$ cat config.mk
export PLATFORM = sky130hd
export DESIGN_NAME = countdown_display
export DESIGN_NICKNAME = d
export VERILOG_FILES = /design/src/rtl/countdown_display.sv
export SDC_FILE = /design/constraint.sdc
export NUM_CORES = 1
export LEC_CHECK = 0
export CAP_MARGIN = 20
export CELL_PAD_IN_SITES_DETAIL_PLACEMENT = 1
export CELL_PAD_IN_SITES_GLOBAL_PLACEMENT = 2
export CORE_MARGIN = 2
export CORE_UTILIZATION = 37
export DETAILED_ROUTE_END_ITERATION = 8
export PLACE_DENSITY = 0.84
export REMOVE_ABC_BUFFERS = 1
export SLEW_MARGIN = 20
export SYNTH_ARGS = -nofsm -noshare
export SYNTH_HDL_FRONTEND = slang
export SYNTH_SLANG_ARGS = --single-unit
$ cat constraint.sdc
create_clock -name clk -period 4.75 [get_ports clk]
set_clock_uncertainty 0.15 [all_clocks]
set_input_delay 1.425 -clock clk [delete_from_list [all_inputs] [get_ports clk]]
set_output_delay 1.425 -clock clk [all_outputs]
set_load 0.02 [all_outputs]
$ cat src/rtl/countdown_display.sv
// Three-digit multiplexed 7-segment driver for a BCD countdown, with leading-zero blanking and expiry blink.
// Latency: seg/an change one cycle after a slot tick; value inputs take effect at the next frame wrap.
// Backpressure: none; it free-runs on its prescaler and always accepts the current inputs.
module countdown_display #(
  parameter int REFRESH_DIV  = 50000,
  parameter int BLINK_FRAMES = 100
) (
  input  logic       clk,
  input  logic       reset,
  input  logic [3:0] value_one,
  input  logic [3:0] value_two,
  input  logic [3:0] value_three,
  input  logic       expired,
  input  logic       blank_lz,
  output logic [6:0] seg,
  output logic [2:0] an,
  output logic       frame_done
);

  localparam int PW = (REFRESH_DIV > 1) ? $clog2(REFRESH_DIV) : 1;
  localparam int FW = $clog2(BLINK_FRAMES + 1);
  localparam logic [PW-1:0] PRESC_MAX = PW'(REFRESH_DIV - 1);
  localparam logic [FW-1:0] FRAME_MAX = FW'(BLINK_FRAMES - 1);
  localparam logic [6:0] SEG_OFF = 7'b1111111;

  typedef enum logic {BLINK_ON = 1'b0, BLINK_OFF = 1'b1} blink_t;

  logic [PW-1:0] presc;
  logic [1:0]    idx;
  logic [3:0]    sh_one, sh_two, sh_three;
  logic [FW-1:0] frame_cnt;
  blink_t        state;

  logic          tick, wrap;
  logic [1:0]    idx_n;
  logic [3:0]    sh_one_n, sh_two_n, sh_three_n;
  logic [FW-1:0] frame_cnt_n;
  blink_t        state_n;
  logic [3:0]    digit_n;
  logic          blank_n;
  logic [6:0]    seg_n;
  logic [2:0]    an_n;

  function automatic logic [6:0] decode(input logic [3:0] d);
    case (d)
      4'd0:    decode = 7'b1000000;
      4'd1:    decode = 7'b1111001;
      4'd2:    decode = 7'b0100100;
      4'd3:    decode = 7'b0110000;
      4'd4:    decode = 7'b0011001;
      4'd5:    decode = 7'b0010010;
      4'd6:    decode = 7'b0000010;
      4'd7:    decode = 7'b1111000;
      4'd8:    decode = 7'b0000000;
      4'd9:    decode = 7'b0010000;
      default: decode = 7'b0111111;
    endcase
  endfunction

  assign tick = (presc == PRESC_MAX);
  assign wrap = tick && (idx == 2'd2);

  // Next-state view so seg/an land in the cycle right after a tick, with the freshly captured digits.
  always_comb begin
    idx_n = idx;
    if (tick) idx_n = (idx == 2'd2) ? 2'd0 : idx + 2'd1;

    sh_one_n   = sh_one;
    sh_two_n   = sh_two;
    sh_three_n = sh_three;
    if (wrap) begin
      sh_one_n   = value_one;
      sh_two_n   = value_two;
      sh_three_n = value_three;
    end

    // Frames are counted at the wrap that also raises frame_done, so blink phases align to frame starts.
    state_n     = state;
    frame_cnt_n = frame_cnt;
    if (!expired) begin
      state_n     = BLINK_ON;
      frame_cnt_n = '0;
    end else if (wrap) begin
      if (frame_cnt == FRAME_MAX) begin
        frame_cnt_n = '0;
        state_n     = (state == BLINK_ON) ? BLINK_OFF : BLINK_ON;
      end else begin
        frame_cnt_n = frame_cnt + 1'b1;
      end
    end

    case (idx_n)
      2'd1:    digit_n = sh_two_n;
      2'd2:    digit_n = sh_three_n;
      default: digit_n = sh_one_n;
    endcase

    blank_n = blank_lz &&
              (((idx_n == 2'd2) && (sh_three_n == 4'd0)) ||
               ((idx_n == 2'd1) && (sh_three_n == 4'd0) && (sh_two_n == 4'd0)));

    seg_n = blank_n ? SEG_OFF : decode(digit_n);
    an_n  = ~(3'b001 << idx_n);
    if (state_n == BLINK_OFF) begin
      seg_n = SEG_OFF;
      an_n  = 3'b111;
    end
  end

  // Scan datapath: prescaler, digit index, shadow capture and registered outputs.
  always_ff @(posedge clk or negedge reset) begin
    if (!reset) begin
      presc      <= '0;
      idx        <= 2'd0;
      sh_one     <= 4'd0;
      sh_two     <= 4'd0;
      sh_three   <= 4'd0;
      seg        <= SEG_OFF;
      an         <= 3'b111;
      frame_done <= 1'b0;
    end else begin
      presc      <= tick ? '0 : presc + 1'b1;
      idx        <= idx_n;
      sh_one     <= sh_one_n;
      sh_two     <= sh_two_n;
      sh_three   <= sh_three_n;
      seg        <= seg_n;
      an         <= an_n;
      frame_done <= wrap;
    end
  end

  // Blink FSM and its frame counter.
  always_ff @(posedge clk or negedge reset) begin
    if (!reset) begin
      state     <= BLINK_ON;
      frame_cnt <= '0;
    end else begin
      state     <= state_n;
      frame_cnt <= frame_cnt_n;
    end
  end

endmodule

==> results of run 1 <==
## sequential cells by signal, summed over array words and instances, names as in the netlist
signal	flops
state	1
frame_done	1
sh_three	4
an	3
sh_two	4
idx	2
seg	7
sh_one	4
frame_cnt	7
presc	16
## kinds of logic (layout without fill, tap and decap cells)
| family | Yosys count | after routing | synth area share |
|---|---|---|---|
| muxes | 8 | 8 | 0.0359 |
| buffers and inverters | 17 | 47 | 0.0254 |
| and+or+nand+nor | 105 | 105 | 0.229 |
| xor gates and xnor gates | 14 | 14 | 0.0469 |
| AOI/OAI and AO/OA | 47 | 47 | 0.136 |
| DFF | 49 | 49 | 0.474 |
| adders and majority gates | 11 | 11 | 0.0527 |
## synth_stat cells, types with 4 or more instances
| cell | number | area, sq um |
|---|---|---|
| or4_1 | 4 | 30.0 |
| xor2_1 | 10 | 87.6 |
| nor2_1 | 22 | 82.6 |
| ha_1 | 11 | 138 |
| dfrtp_1 | 39 | 976 |
| inv_1 | 10 | 37.5 |
| mux2i_1 | 6 | 60.1 |
| nor4_1 | 4 | 25.0 |
| and2_1 | 4 | 25.0 |
| o21ai_0 | 14 | 70.1 |
| a21oi_1 | 6 | 30.0 |
| nor3_1 | 4 | 20.0 |
| xnor2_1 | 4 | 35.0 |
| nand3_1 | 15 | 75.1 |
| a21o_1 | 4 | 30.0 |
| dfstp_2 | 10 | 263 |
| nand2_1 | 25 | 93.8 |
| a21bo_2 | 4 | 40.0 |
| and3_1 | 8 | 50.1 |
## cell type report
type,count,area share
Multi-Input combinational cell,185,0.423
Timing Repair Buffer,28,0.0883
Inverter,11,0.0134
Sequential cell,49,0.401
Clock inverter,2,0.0113
Tap cell,96,0.0389
Clock buffer,6,0.0235
## layer usage
| metal | up-vias | GRT usage | share of wire |
|---|---|---|---|
| met5 | - | 0 | 0 |
| met1 | 983 | 0.225 | 0.47 |
| met3 | 6 | 0.0396 | 0.028 |
| li1 | 948 | - | - |
| met2 | 22 | 0.297 | 0.49 |
| met4 | 0 | 0.0441 | 0.011 |
## power groups by stage
stage	sequential (mW)	combinational (mW)	clock, mW
floorplan	0.433	0.00798	0
global placement	0.431	0.0383	0
detailed placement	0.431	0.0393	0
CTS	0.423	0.0395	0.312
global route	0.424	0.0426	0.331
finish	0.423	0.0384	0.298
## stage by stage
step            util  total power [mW]
6_report       0.452             0.760
5_1_grt        0.452             0.797
4_1_cts        0.452             0.775
3_5_place_dp   0.436             0.470
3_3_place_gp   0.436             0.469
2_1_floorplan      -             0.441
## path summary, 6_finish.rpt
kind / depth (start not counted) / start / end / slack, ns
worst max-delay path: 12 / presc[4]$_DFF_PN0_ / seg[3]$_DFF_PN1_ / 0.95
worst min-delay path: 1 / presc[0]$_DFF_PN0_ / presc[0]$_DFF_PN0_ / 0.31
worst max register to register: 12 / presc[4]$_DFF_PN0_ / seg[3]$_DFF_PN1_ / 0.95
worst min register to register: 1 / presc[0]$_DFF_PN0_ / presc[0]$_DFF_PN0_ / 0.31
max in group asynchronous: 1 / reset / presc[11]$_DFF_PN0_ / 3.03
min in group asynchronous: 1 / reset / frame_cnt[6]$_DFFE_PN0P_ / 0.97
==> results_dict.tcl, run 1 <==
set metrics [dict create \
    status "finished clean" \
    cap_violations 0 \
    path_buf_inv 1 \
    synth_seq_area_share 0.474 \
    n_antenna_cell 0 \
    core.rowCount 30 \
    rsz0062_at_grt "no" \
    slowest_stage "ha_1" \
    setup_viol 0 \
    max_freq_ghz 0.263 \
    synth_ff_type "dfrtp_1" \
    critPathCaptureType "register" \
    ant_nets 0 \
    seq_area_sq_mm 0.00124 \
    die_area_sq_mm 0.00775 \
    viasPerCell 5.20 \
    placed_cell_area_sq_mm 0.00298 \
    ys_ff_latch 49 \
    cp_max_fo 11 \
    gp_congestion 0.789 \
    syn_inst 251 \
    drt-total-wl_microns 6110 \
    core_area_sq_mm 0.00683 \
    hold_violations 0 \
    grt_pass1_wl_microns 10400 \
    detailedPlace.worstSlack_ns 0.793 \
    cp_common_cell "ha_1" \
    io_pins 27 \
    switchingPower_mw 0.164 \
    whs_ns 0.311 \
    switching_share 0.215 \
    crit_type "reg2reg" \
    hold_class "reg2reg" \
    io_buffers 26 \
    synth_edf_count 0 \
    path_cells "nor4bb_1, nand4_1, buf_4, nor3_1, a21oi_1, ha_1, nand2_1, a21o_1, o221a_2, ha_1, or2b_1, a31oi_1" \
    dp_hpwl_microns 4430 \
    yosysWarnings 0 \
    cts_buffers 5 \
    clock-sinks 49 \
    ctsResizeCount 0 \
    drcViolationCount 0 \
    p_leak_nw 1.34 \
    cts_tree "yes" \
    vias 1959 \
    period_needed_ns 3.80 \
    final_design_area_no_fill_sq_mm 0.00309 \
    worstSkewPairLatency_ns 0.31 \
    layoutNonFillerInstCount 377 \
    worst_ep_required_time_ns 4.83 \
    slew-limit-headroom 0.433 \
    fp.dieW_microns 88.0 \
    avgSynthCellArea_sq_um 10.4 \
    hold_buffers 0 \
    worst_slew_pin_slew_ns 0.849 \
    cpLargestDelayFamily "simple AND/OR/NAND/NOR gates" \
    wl_per_cell_microns 16.2 \
    area_growth_pct 18.2 \
    finalNetCount 307 \
    critical_path_arrival_ns 3.88 \
    clockRootBuffer "clkbuf_8" \
    ys_async_sr_fraction 1.00 \
    grt_pass1_vias 2084 \
    die_h_microns 88.0 \
    pwr-share-clk 0.393 \
    fin_setup_tns_ns 0 \
    clk_pin_slew_worst_paths_ns 0.09 \
    synth_cell_type_count 53 \
    syn_area_sq_mm 0.00261 \
    fillCellCount 795 \
    final_common_cell "dfrtp_1" \
    grt_usage 0.174 \
    multiInputGateArea_sq_mm 0.00131 \
    start_util 0.382 \
    intPower_mw 0.596 \
    layout_common_cells "dfrtp_1 (39), nand2_1 (25), clkdlybuf4s50_1 (25), nor2_1 (22), nand3_1 (15)" \
    vdd_ir_drop_max_uv 99.0 \
    fin_crit_sh 0.800 \
    clockBufferDepth 2 \
    cts_setup_buffers 0 \
    max_stage_delay_ns 0.56 \
    drive_above_1_share 0.135 \
    grt.overflow.total 0 \
    dr.pass1.iters 4 \
    grt_max_degree 50 \
    sequentialPowerShare 0.557 \
    dr.first_iter.drc_count 57 \
    timing.final.ws_setup_ns 0.951 \
    p_per_area_mw_per_mm2 246 \
    antenna_found_initial 0 \
    combPwrFrac 0.051 \
    critPathLaunchType "register" \
    place_inst 369 \
    cts_htree_levels 2 \
    maxSlewViolCount 0 \
]
Note: power is estimated with default switching activity, not from simulation.
==> run 2, diff against run 1 <==
--- a/config.mk
+++ b/config.mk
@@ -9,9 +9,9 @@
 export CELL_PAD_IN_SITES_DETAIL_PLACEMENT = 1
 export CELL_PAD_IN_SITES_GLOBAL_PLACEMENT = 2
 export CORE_MARGIN = 2
-export CORE_UTILIZATION = 37
+export CORE_UTILIZATION = 33
 export DETAILED_ROUTE_END_ITERATION = 8
-export PLACE_DENSITY = 0.84
+export PLACE_DENSITY = 0.79
 export REMOVE_ABC_BUFFERS = 1
 export SLEW_MARGIN = 20
 export SYNTH_ARGS = -nofsm -noshare
==> constraint.sdc (replaced) <==
create_clock -name clk -period 3.1 [get_ports clk]
set_clock_uncertainty 0.15 [all_clocks]
set_input_delay 0.93 -clock clk [delete_from_list [all_inputs] [get_ports clk]]
set_output_delay 0.93 -clock clk [all_outputs]
set_load 0.02 [all_outputs]
==> run 2 against run 1 <==
  * The flow now finishes with violations (negative setup slack)
  * Fmax is 22% higher
  * Hold slack better by 0.026 ns
  * Clock power is 57% higher
  * Cell count is 16% higher
  * Critical path depth is 2 lower
  * Global-route usage is 0.72 points lower
  * Sequential share of layout area is 6.5 points lower
  * Combinational power is 88% higher
  * Wire length is 11% higher
  * Count of clock-buffer cells in the layout is 1 lower
  * Critical path type unchanged
  * Largest power group unchanged
  * Highest routed layer unchanged
==> results_dict.tcl, run 2 (synthesis results as in run 1) <==
set metrics [dict create \
    status "finished, violations left" \
    violations "negative setup slack" \
    clock-sinks 49 \
    cp_max_fo 9 \
    p_leak_nw 1.64 \
    cts_htree_levels 2 \
    cp_common_cell "buf_4" \
    pwr-share-clk 0.394 \
    finalPower_mw 1.19 \
    slowest_stage "or4_4" \
    whs_ns 0.338 \
    switchingPower_mw 0.264 \
    detailedPlace.worstSlack_ns -0.293 \
    maxSlewViolCount 0 \
    slew-limit-headroom 0.623 \
    final_common_cell "buf_4" \
    path_buf_inv 3 \
    clk_pin_slew_worst_paths_ns 0.09 \
    rrSetupSlack_ns -0.007 \
    antenna_found_initial 0 \
    layout_common_cells "buf_4 (48), dfrtp_1 (39), clkdlybuf4s50_1 (25), nand2_1 (23), nor2_1 (22)" \
    dr.first_iter.drc_count 83 \
    largest_register_ffs 16 \
    gp_congestion 0.812 \
    final_util 0.479 \
    grt_usage 0.167 \
    grt.overflow.total 0 \
    max_freq_ghz 0.322 \
    drcViolationCount 0 \
    setup_viol 1 \
    wl_per_cell_microns 15.6 \
    fin_setup_tns_ns -0.00669 \
    worst_slew_pin_slew_ns 0.566 \
    intPower_mw 0.925 \
    grt_max_degree 28 \
    clockBufferDepth 2 \
    hold_violations 0 \
    multiInputGateArea_sq_mm 0.00146 \
    clockRootBuffer "clkbuf_8" \
    start_util 0.340 \
    fin_crit_sh 1.00 \
    dr.pass1.iters 4 \
    period_needed_ns 3.11 \
    p_per_area_mw_per_mm2 323 \
    n_antenna_cell 0 \
    timing.final.ws_setup_ns -0.00669 \
    combPwrFrac 0.061 \
    dp_hpwl_microns 5200 \
    seq_area_sq_mm 0.00124 \
    area_growth_pct 41.1 \
    worst_ep_required_time_ns 3.18 \
    fillCellCount 862 \
    vias 2212 \
    core.rowCount 32 \
    critical_path_arrival_ns 3.19 \
    io_buffers 26 \
    core_area_sq_mm 0.00769 \
    critPathCaptureType "register" \
    hold_class "reg2reg" \
    critPathLaunchType "register" \
    sequentialPowerShare 0.545 \
    path_cells "buf_4, or4_4, nor4_4, buf_4, nand2_4, buf_4, mux2i_4, o221ai_2, or2b_1, a31oi_1" \
    vdd_ir_drop_max_uv 180 \
    crit_type "reg2reg" \
    max_stage_delay_ns 0.57 \
    switching_share 0.222 \
    regMostFlops "presc" \
    cts_tree "yes" \
    drive_above_1_share 0.338 \
    fp.dieW_microns 93.0 \
    io_pins 27 \
    drt-total-wl_microns 6810 \
    placed_cell_area_sq_mm 0.00337 \
    cap_violations 0 \
    top_regs "presc: 16 flops, frame_cnt: 7 flops, seg: 7 flops" \
    ant_nets 0 \
    hold_buffers 0 \
    finalNetCount 360 \
    die_area_sq_mm 0.00864 \
    die_h_microns 93.0 \
    grt_pass1_vias 2329 \
    worstSkewPairLatency_ns 0.31 \
    cpLargestDelayFamily "simple AND/OR/NAND/NOR gates" \
    place_inst 424 \
    rsz0062_at_grt "yes" \
    grt_pass1_wl_microns 11400 \
    viasPerCell 5.07 \
    cts_buffers 5 \
    final_design_area_no_fill_sq_mm 0.00369 \
    layoutNonFillerInstCount 436 \
]
## run 2: worst register-to-register path, stage by stage, from the launching register on
cell and delay (ns):
dfrtp_1 0.41, buf_4 0.15, or4_4 0.57, nor4_4 0.28, buf_4 0.20, nand2_4 0.10
buf_4 0.19, mux2i_4 0.21, o221ai_2 0.33, or2b_1 0.28, a31oi_1 0.15
## run 2: path summary, 6_finish.rpt
kind | from | to | cells after the start
max reg2reg | presc[10]$_DFF_PN0_ | seg[3]$_DFF_PN1_ | 10
max | presc[10]$_DFF_PN0_ | seg[3]$_DFF_PN1_ | 10
min reg2reg | sh_one[3]$_DFF_PN0_ | sh_one[3]$_DFF_PN0_ | 1
min in group asynchronous | reset | sh_one[3]$_DFF_PN0_ | 1
min | sh_one[3]$_DFF_PN0_ | sh_one[3]$_DFF_PN0_ | 1
max in group asynchronous | reset | an[1]$_DFF_PN1_ | 2
## run 2: repair_timing
action / in CTS / in global routing
resized for setup: 21 / 15
setup buffers: 2 / 2
endpoints found under the setup margin: 7 / 7
pin swaps: 9 / 7
## run 2: power by group through the flow
stage          combinational, mW  clock [mW]  sequential [mW]
2_1_floorplan             0.0122           0            0.663
3_3_place_gp              0.0678           0            0.660
3_5_place_dp              0.0691           0            0.660
4_1_cts                   0.0721       0.487            0.648
5_1_grt                   0.0791       0.504            0.649
6_report                  0.0721       0.469            0.648
## run 2: metal layers
layer  vias to the layer above  track usage  share of wire
li1                       1054            -              -
met1                      1124        0.225           0.47
met2                        28        0.283           0.49
met3                         6       0.0218          0.025
met4                         0       0.0466          0.012
met5                         -            0              0
## run 2: cell type report
cell class,instances,area share
repair buffers,81,0.191
inverters,11,0.0119
multi-input cells,185,0.395
well taps,102,0.0346
flip-flops and latches,49,0.336
clock inverters,3,0.0126
clock buffers,5,0.0187
